`config.mk`:
```
export PLATFORM = sky130hd
export DESIGN_NAME = imem_loader_flat
export DESIGN_NICKNAME = d
export VERILOG_FILES = /design/src/rtl/imem_loader_pkg.sv /design/src/rtl/imem_loader_if.sv /design/src/rtl/loader_gap_timer.sv /design/src/rtl/imem_loader.sv /design/src/flat_wrapper.sv
export SDC_FILE = /design/constraint.sdc
export NUM_CORES = 1
export LEC_CHECK = 0
export BUFFER_PORTS_ARGS = -buffer_cell sky130_fd_sc_hd__buf_4
export CAP_MARGIN = 30
export CORE_ASPECT_RATIO = 1.4
export CORE_UTILIZATION = 54
export CTS_BUF_LIST = sky130_fd_sc_hd__clkbuf_16
export DETAILED_ROUTE_END_ITERATION = 12
export PLACE_DENSITY = 0.84
export SLEW_MARGIN = 20
export SYNTH_ARGS = -nofsm -noshare
export SYNTH_HDL_FRONTEND = slang
export SYNTH_SLANG_ARGS = --single-unit
export TNS_END_PERCENT = 100
```
`constraint.sdc`:
```
create_clock -name clk -period 2.5 [get_ports clk]
set_input_delay 0.5 -clock clk [delete_from_list [all_inputs] [get_ports clk]]
set_output_delay 0.5 -clock clk [all_outputs]
set_load 0.05 [all_outputs]
```
`src/rtl/imem_loader_pkg.sv`:
```
// Shared types and constants for the boot-time instruction memory loader.
package imem_loader_pkg;

  typedef enum logic [2:0] {
    ST_IDLE,
    ST_LEN_HI,
    ST_LEN_LO,
    ST_DATA,
    ST_CSUM,
    ST_DONE,
    ST_ERROR
  } state_t;

  localparam logic [7:0] SYNC_BYTE   = 8'hA5;

  localparam logic [1:0] ERR_NONE    = 2'd0;
  localparam logic [1:0] ERR_LEN     = 2'd1;
  localparam logic [1:0] ERR_CSUM    = 2'd2;
  localparam logic [1:0] ERR_TIMEOUT = 2'd3;

endpackage

```
`src/rtl/imem_loader_if.sv`:
```
// Byte stream from the UART receiver plus the instruction memory write port.
interface imem_loader_if #(
  parameter int ADDRESS_WIDTH = 14
);
  logic                     rx_valid;
  logic [7:0]               rx_data;
  logic                     rx_ready;
  logic                     mem_we;
  logic [ADDRESS_WIDTH-1:0] mem_addr;
  logic [7:0]               mem_wdata;

  // master is the loader: it sinks the byte stream and drives the memory write side.
  modport master (
    input  rx_valid, rx_data,
    output rx_ready, mem_we, mem_addr, mem_wdata
  );

  modport slave (
    output rx_valid, rx_data,
    input  rx_ready, mem_we, mem_addr, mem_wdata
  );
endinterface

```
`src/rtl/loader_gap_timer.sv`:
```
// Counts idle cycles between accepted bytes; expired holds once the limit is reached.
module loader_gap_timer #(
  parameter int unsigned TIMEOUT_CYCLES = 1000000
) (
  input  logic clk,
  input  logic rst_n,
  input  logic clear,
  input  logic enable,
  output logic expired
);
  localparam int unsigned LIMIT = TIMEOUT_CYCLES - 1;
  localparam int          W     = (TIMEOUT_CYCLES > 1) ? $clog2(TIMEOUT_CYCLES) : 1;

  logic [W-1:0] count;

  always_ff @(posedge clk or negedge rst_n) begin
    if (!rst_n) begin
      count <= '0;
    end else if (clear) begin
      count <= '0;
    end else if (enable && (count != W'(LIMIT))) begin
      count <= count + W'(1);
    end
  end

  assign expired = enable && (count == W'(LIMIT));

endmodule

```
`src/rtl/imem_loader.sv`:
```
// Parses the framed boot image, writes payload bytes from address 0 and
// releases the core reset only after a checksum-clean load.
module imem_loader
  import imem_loader_pkg::*;
#(
  parameter int ADDRESS_WIDTH  = 14,
  parameter int DEPTH          = 16384,
  parameter int TIMEOUT_CYCLES = 1000000
) (
  input  logic          clk,
  input  logic          rst_n,
  imem_loader_if.master bus,
  output logic          cpu_rst_n,
  output logic          busy,
  output logic          done,
  output logic [1:0]    err_code
);

  state_t      state;
  logic [7:0]  len_hi;
  logic [15:0] len;
  logic [14:0] index;
  logic [7:0]  sum;

  logic        accept;
  logic        in_frame;
  logic        gap_expired;
  logic [15:0] len_rx;
  logic        len_bad;
  logic        last_byte;

  assign accept    = bus.rx_valid && bus.rx_ready;
  assign in_frame  = state inside {ST_LEN_HI, ST_LEN_LO, ST_DATA, ST_CSUM};
  assign len_rx    = {len_hi, bus.rx_data};
  assign len_bad   = (len_rx == 16'd0) || ({1'b0, len_rx} > 17'(DEPTH));
  assign last_byte = (({1'b0, index} + 16'd1) == len);

  // Any accepted byte restarts the gap count, so a byte arriving on the expiry cycle wins.
  loader_gap_timer #(
    .TIMEOUT_CYCLES(TIMEOUT_CYCLES)
  ) u_gap_timer (
    .clk     (clk),
    .rst_n   (rst_n),
    .clear   (accept || !in_frame),
    .enable  (in_frame),
    .expired (gap_expired)
  );

  // NOTE: every register here, state and outputs alike, uses <= so all of them
  // update together from the values sampled at the same clock edge.
  always_ff @(posedge clk or negedge rst_n) begin
    if (!rst_n) begin
      state         <= ST_IDLE;
      len_hi        <= '0;
      len           <= '0;
      index         <= '0;
      sum           <= '0;
      bus.rx_ready  <= 1'b0;
      bus.mem_we    <= 1'b0;
      bus.mem_addr  <= '0;
      bus.mem_wdata <= '0;
      cpu_rst_n     <= 1'b0;
      busy          <= 1'b0;
      done          <= 1'b0;
      err_code      <= ERR_NONE;
    end else begin
      bus.rx_ready <= 1'b1;
      bus.mem_we   <= 1'b0;
      if (accept) begin
        unique case (state)
          ST_IDLE: begin
            if (bus.rx_data == SYNC_BYTE) begin
              state <= ST_LEN_HI;
              busy  <= 1'b1;
            end
          end
          ST_LEN_HI: begin
            len_hi <= bus.rx_data;
            state  <= ST_LEN_LO;
          end
          ST_LEN_LO: begin
            if (len_bad) begin
              state    <= ST_ERROR;
              err_code <= ERR_LEN;
              busy     <= 1'b0;
            end else begin
              len   <= len_rx;
              index <= '0;
              sum   <= '0;
              state <= ST_DATA;
            end
          end
          ST_DATA: begin
            bus.mem_we    <= 1'b1;
            bus.mem_addr  <= index[ADDRESS_WIDTH-1:0];
            bus.mem_wdata <= bus.rx_data;
            sum           <= sum + bus.rx_data;
            index         <= index + 15'd1;
            if (last_byte) state <= ST_CSUM;
          end
          ST_CSUM: begin
            busy <= 1'b0;
            if (bus.rx_data == sum) begin
              state     <= ST_DONE;
              done      <= 1'b1;
              cpu_rst_n <= 1'b1;
            end else begin
              state    <= ST_ERROR;
              err_code <= ERR_CSUM;
            end
          end
          ST_DONE, ST_ERROR: begin
            if (bus.rx_data == SYNC_BYTE) begin
              state     <= ST_LEN_HI;
              busy      <= 1'b1;
              done      <= 1'b0;
              cpu_rst_n <= 1'b0;
              err_code  <= ERR_NONE;
            end
          end
          default: state <= ST_IDLE;
        endcase
      end else if (gap_expired) begin
        state    <= ST_ERROR;
        err_code <= ERR_TIMEOUT;
        busy     <= 1'b0;
      end
    end
  end

endmodule

```
`src/flat_wrapper.sv`:
```
// flat-port wrapper written by rule: the top's interface ports become plain ports
module imem_loader_flat import imem_loader_pkg::*;
#(
  parameter int ADDRESS_WIDTH  = 14,
  parameter int DEPTH          = 16384,
  parameter int TIMEOUT_CYCLES = 1000000
)
  (clk, rst_n, cpu_rst_n, busy, done, err_code, bus_rx_valid, bus_rx_data, bus_rx_ready, bus_mem_we, bus_mem_addr, bus_mem_wdata);
  imem_loader_if #(.ADDRESS_WIDTH(ADDRESS_WIDTH)) bus_i ();
  input  logic clk;
  input  logic rst_n;
  output logic cpu_rst_n;
  output logic busy;
  output logic done;
  output logic [1:0] err_code;
  input wire logic [$bits(bus_i.rx_valid)-1:0] bus_rx_valid;
  input wire logic [$bits(bus_i.rx_data)-1:0] bus_rx_data;
  output wire logic [$bits(bus_i.rx_ready)-1:0] bus_rx_ready;
  output wire logic [$bits(bus_i.mem_we)-1:0] bus_mem_we;
  output wire logic [$bits(bus_i.mem_addr)-1:0] bus_mem_addr;
  output wire logic [$bits(bus_i.mem_wdata)-1:0] bus_mem_wdata;
  assign bus_i.rx_valid = bus_rx_valid;
  assign bus_i.rx_data = bus_rx_data;
  assign bus_rx_ready = bus_i.rx_ready;
  assign bus_mem_we = bus_i.mem_we;
  assign bus_mem_addr = bus_i.mem_addr;
  assign bus_mem_wdata = bus_i.mem_wdata;
  imem_loader #(.ADDRESS_WIDTH(ADDRESS_WIDTH), .DEPTH(DEPTH), .TIMEOUT_CYCLES(TIMEOUT_CYCLES)) u_core (.clk(clk), .rst_n(rst_n), .bus(bus_i), .cpu_rst_n(cpu_rst_n), .busy(busy), .done(done), .err_code(err_code));
endmodule
```
==> results.md <==
* Outcome: finished, final reports clean
* Area added between synthesis and finish at 16.17%
* Crit-path max cell delay at 0.37 ns
* PnR worst setup slack at 0.1190 ns
* Die Span X at 85.25 µm
* Vias per std cell at 6.031
* Fillers at 722
* Ys flop type: dfrtp_1
* Power Total at 4.188 mW
* Critical path's slowest cell: dfrtp_1
* PD cells at 688.2 nW/µm²
* Critical Path Source Type: flop
* Largest net degree at the start of global routing at 41
* Critical Path RT at 2.78 ns
* VDD IR max at 0.0004568 V
* Final Core Density at 64.34%
* Clk_skew at 0.006410 ns
* Syn. warnings at 0
* Residual DRC at 0
* Min cycle time layout at 2.381 ns
* Largest family of logic cells by synthesized area: simple AND/OR/NAND/NOR gates
* Antenna violations before repair at 0
* First-pass GRT wire length at 20,710 µm
* Crit path cell chain: ha_1 > nand3_2 > buf_4 > nor4_4 > nand3_1 > xnor2_1 > o2111ai_1 > o21ai_2 > a32o_1
* Crit Path Class: flop to flop
* Longest Clk Path Bufs at 2
* FP Rows at 42
* CTS tree: built
* Hold buffer count at CTS at 0
* Worst setup EP type: flop
* Layout cells sized above 1 at 21.44%
* Core Footprint at 9459 µm²
* Port bufs at 39
* Hold WC Path Type: input pin to asynchronous set/reset pin
* DR pass1 iterations at 5
* Mapped Area at 5239 µm²
* Ys async rst share at 100.0%
* Unrepaired setup endpoints after global routing: false
* Detailed Place HPWL at 8516 µm
* Routed WL at 12,430 µm
* Syn Inst Count at 544
* Clock latency on the worst-skew pair at 0.35 ns
* Vias in the first global route at 4,218
* Pre-CTS setup slack at 0.06495 ns
* Total number of vias at 4,264
* Clk sink count at 98
* Kind of cell adding the most delay to the critical path: compound AO/OA/AOI/OAI gates
* Fmax at 420.0 MHz
* Grt total ovfl at 0
* I/O Pins at 40
* Synth Area in Compound Gates at 10.96%
* Yosys top cell by area: dfrtp_1
* Syn nets at 565
* Iter 0 DRT Violations at 405
* Clock Root Buffer: clkbuf_16
* Slew HR at 64.60%
* Post-synth EDFFs at 0
* Mean Syn Cell Area at 9.630 µm²
* Adder-cell share of the synthesized area at 2.532%
* Die height at 118.5 µm
* Distinct cells, synth at 62
* Non-Filler Instances at 707
* Antenna Nets Post-Route at 0
* # setup viols final at 0
* Leakage Power at 2.979 nW
* MaxCap Viol Count at 0
* Sequential area share after synthesis at 46.81%
* N_diodes at 0
* Cells after DPL at 691
* Total GRT Usage at 26.51%
* Post-Synth XOR/XNOR Area at 7.690%
* Final net count at 613
* Buf+Inv Stages, Crit Path at 1
* Final instance area at 6086 µm²
* CP Max Fanout at 6
* Pin slew with the least headroom to its limit at 0.5310 ns
* Avg WL per Cell at 17.59 µm
* Starting Density at 55.38%
* Top post-synthesis cells by count: 108 x nand2_1, 98 x dfrtp_1, 44 x nor2_1
* Clk pin slew, worst setup/hold paths at 0.07 ns
* Top post-synthesis cells by area: dfrtp_1 47%, nand2_1 7.7%, mux2_2 4.9%, xor2_1 4.8%, o21ai_0 3.4%
* Yosys reg bits at 98
* Period utilization at 95.24%
* Critical Path AT at 2.66 ns
* Post-synthesis mux area share at 5.923%
* Post-synth top area share at 46.81%
* Fin. Hold Viols at 0
* Top-count cell post-synth: nand2_1
* Total CTS buffers at 9
* # H-tree levels at 3
* Post-Synth Simple-Gate Area at 22.26%
* Routability cong. at 0.9272
* Final TNS setup at 0 ns
* Final max-slew violation count at 0
* Hold Worst Slack at 0.1233 ns
* Placed Instance Area at 5762 µm²
* Die Area at 10,100 µm²
[repair_timing]
action	in CTS	in global routing
resized for setup	0	3
endpoints found under the setup margin	0	3
setup buffers	0	0
[area by class of cell]
cell class / count / area [µm²] / area share [%]
inverter: 7 / 26.28 / 0.4317
sequential: 98 / 2452 / 40.30
clock buffer: 9 / 225.2 / 3.701
timing repair buffer: 69 / 555.5 / 9.128
tap: 110 / 137.6 / 2.262
clock inverter: 7 / 78.83 / 1.295
multi-input combinational: 407 / 2610 / 42.89
[sequential cells by signal, summed over array words and instances, names as in the netlist]
name / flops
u_core.bus.mem_addr: 14
u_core.busy: 1
u_core.cpu_rst_n: 1
u_core.sum: 8
u_core.bus.mem_we: 1
u_core.bus.mem_wdata: 8
u_core.u_gap_timer.count: 20
u_core.index: 15
u_core.bus.rx_ready: 1
u_core.len: 16
u_core.err_code: 2
u_core.state: 3
u_core.len_hi: 8
[metal layers]
layer	up-vias	share of wire (%)	track usage (%)
li1	1982	-	-
met1	2077	40	32.16
met2	163	52	44.91
met3	42	4.7	3.701
met4	0	3.4	14.94
met5	-	0	0
[where the power goes]
part | internal [mW] | switching (mW) | leakage [nW]
registers | 1.72 | 0.163 | 1.33
logic | 0.353 | 0.554 | 1.50
clock network | 0.784 | 0.619 | 0.145
total | 2.85 | 1.34 | 2.98
[cell usage in the layout (no fill, tap or decap), types with 4 or more instances in the layout]
master,synthesis,layout
and3_1,7,7
nand4_1,11,11
buf_4,4,66
o31ai_1,7,7
nand3_1,16,16
o211ai_1,4,4
clkbuf_16,0,9
o21ai_0,36,36
a31oi_1,5,5
a21o_1,5,5
inv_1,6,6
a21oi_1,12,12
nor4_4,3,4
nor3_1,7,6
mux2i_1,4,4
nand2_1,108,108
xor2_1,29,29
nor4_1,5,4
xnor2_1,17,17
mux2_2,23,23
ha_1,9,9
nor2_1,44,44
dfrtp_1,98,98
[final timing paths]
path / cells after the start / startpoint / endpoint / slack [ns]
worst min register to register: 2 / u_core.bus.mem_wdata[5] / u_core.bus.mem_wdata[5] / 0.48
worst max-delay path: 9 / u_core.index[1] / u_core.state[2] / 0.12
min in group clk: 3 / bus_rx_data[2] / u_core.bus.mem_wdata[2] / 0.43
max in group asynchronous: 2 / rst_n / u_core.u_gap_timer.count[2] / 1.63
worst max register to register: 9 / u_core.index[1] / u_core.state[2] / 0.12
worst min-delay path: 1 / rst_n / u_core.bus.mem_addr[9] / 0.12
[kinds of logic after synthesis]
group / Yosys count
buffers and inverters: 39
and+or+nand+nor: 230
DFF: 98
other: 1
AOI/OAI and AO/OA: 92
muxes: 28
xor gates and xnor gates: 46
adders and majority gates: 10
(Power assumes the default switching activity.)
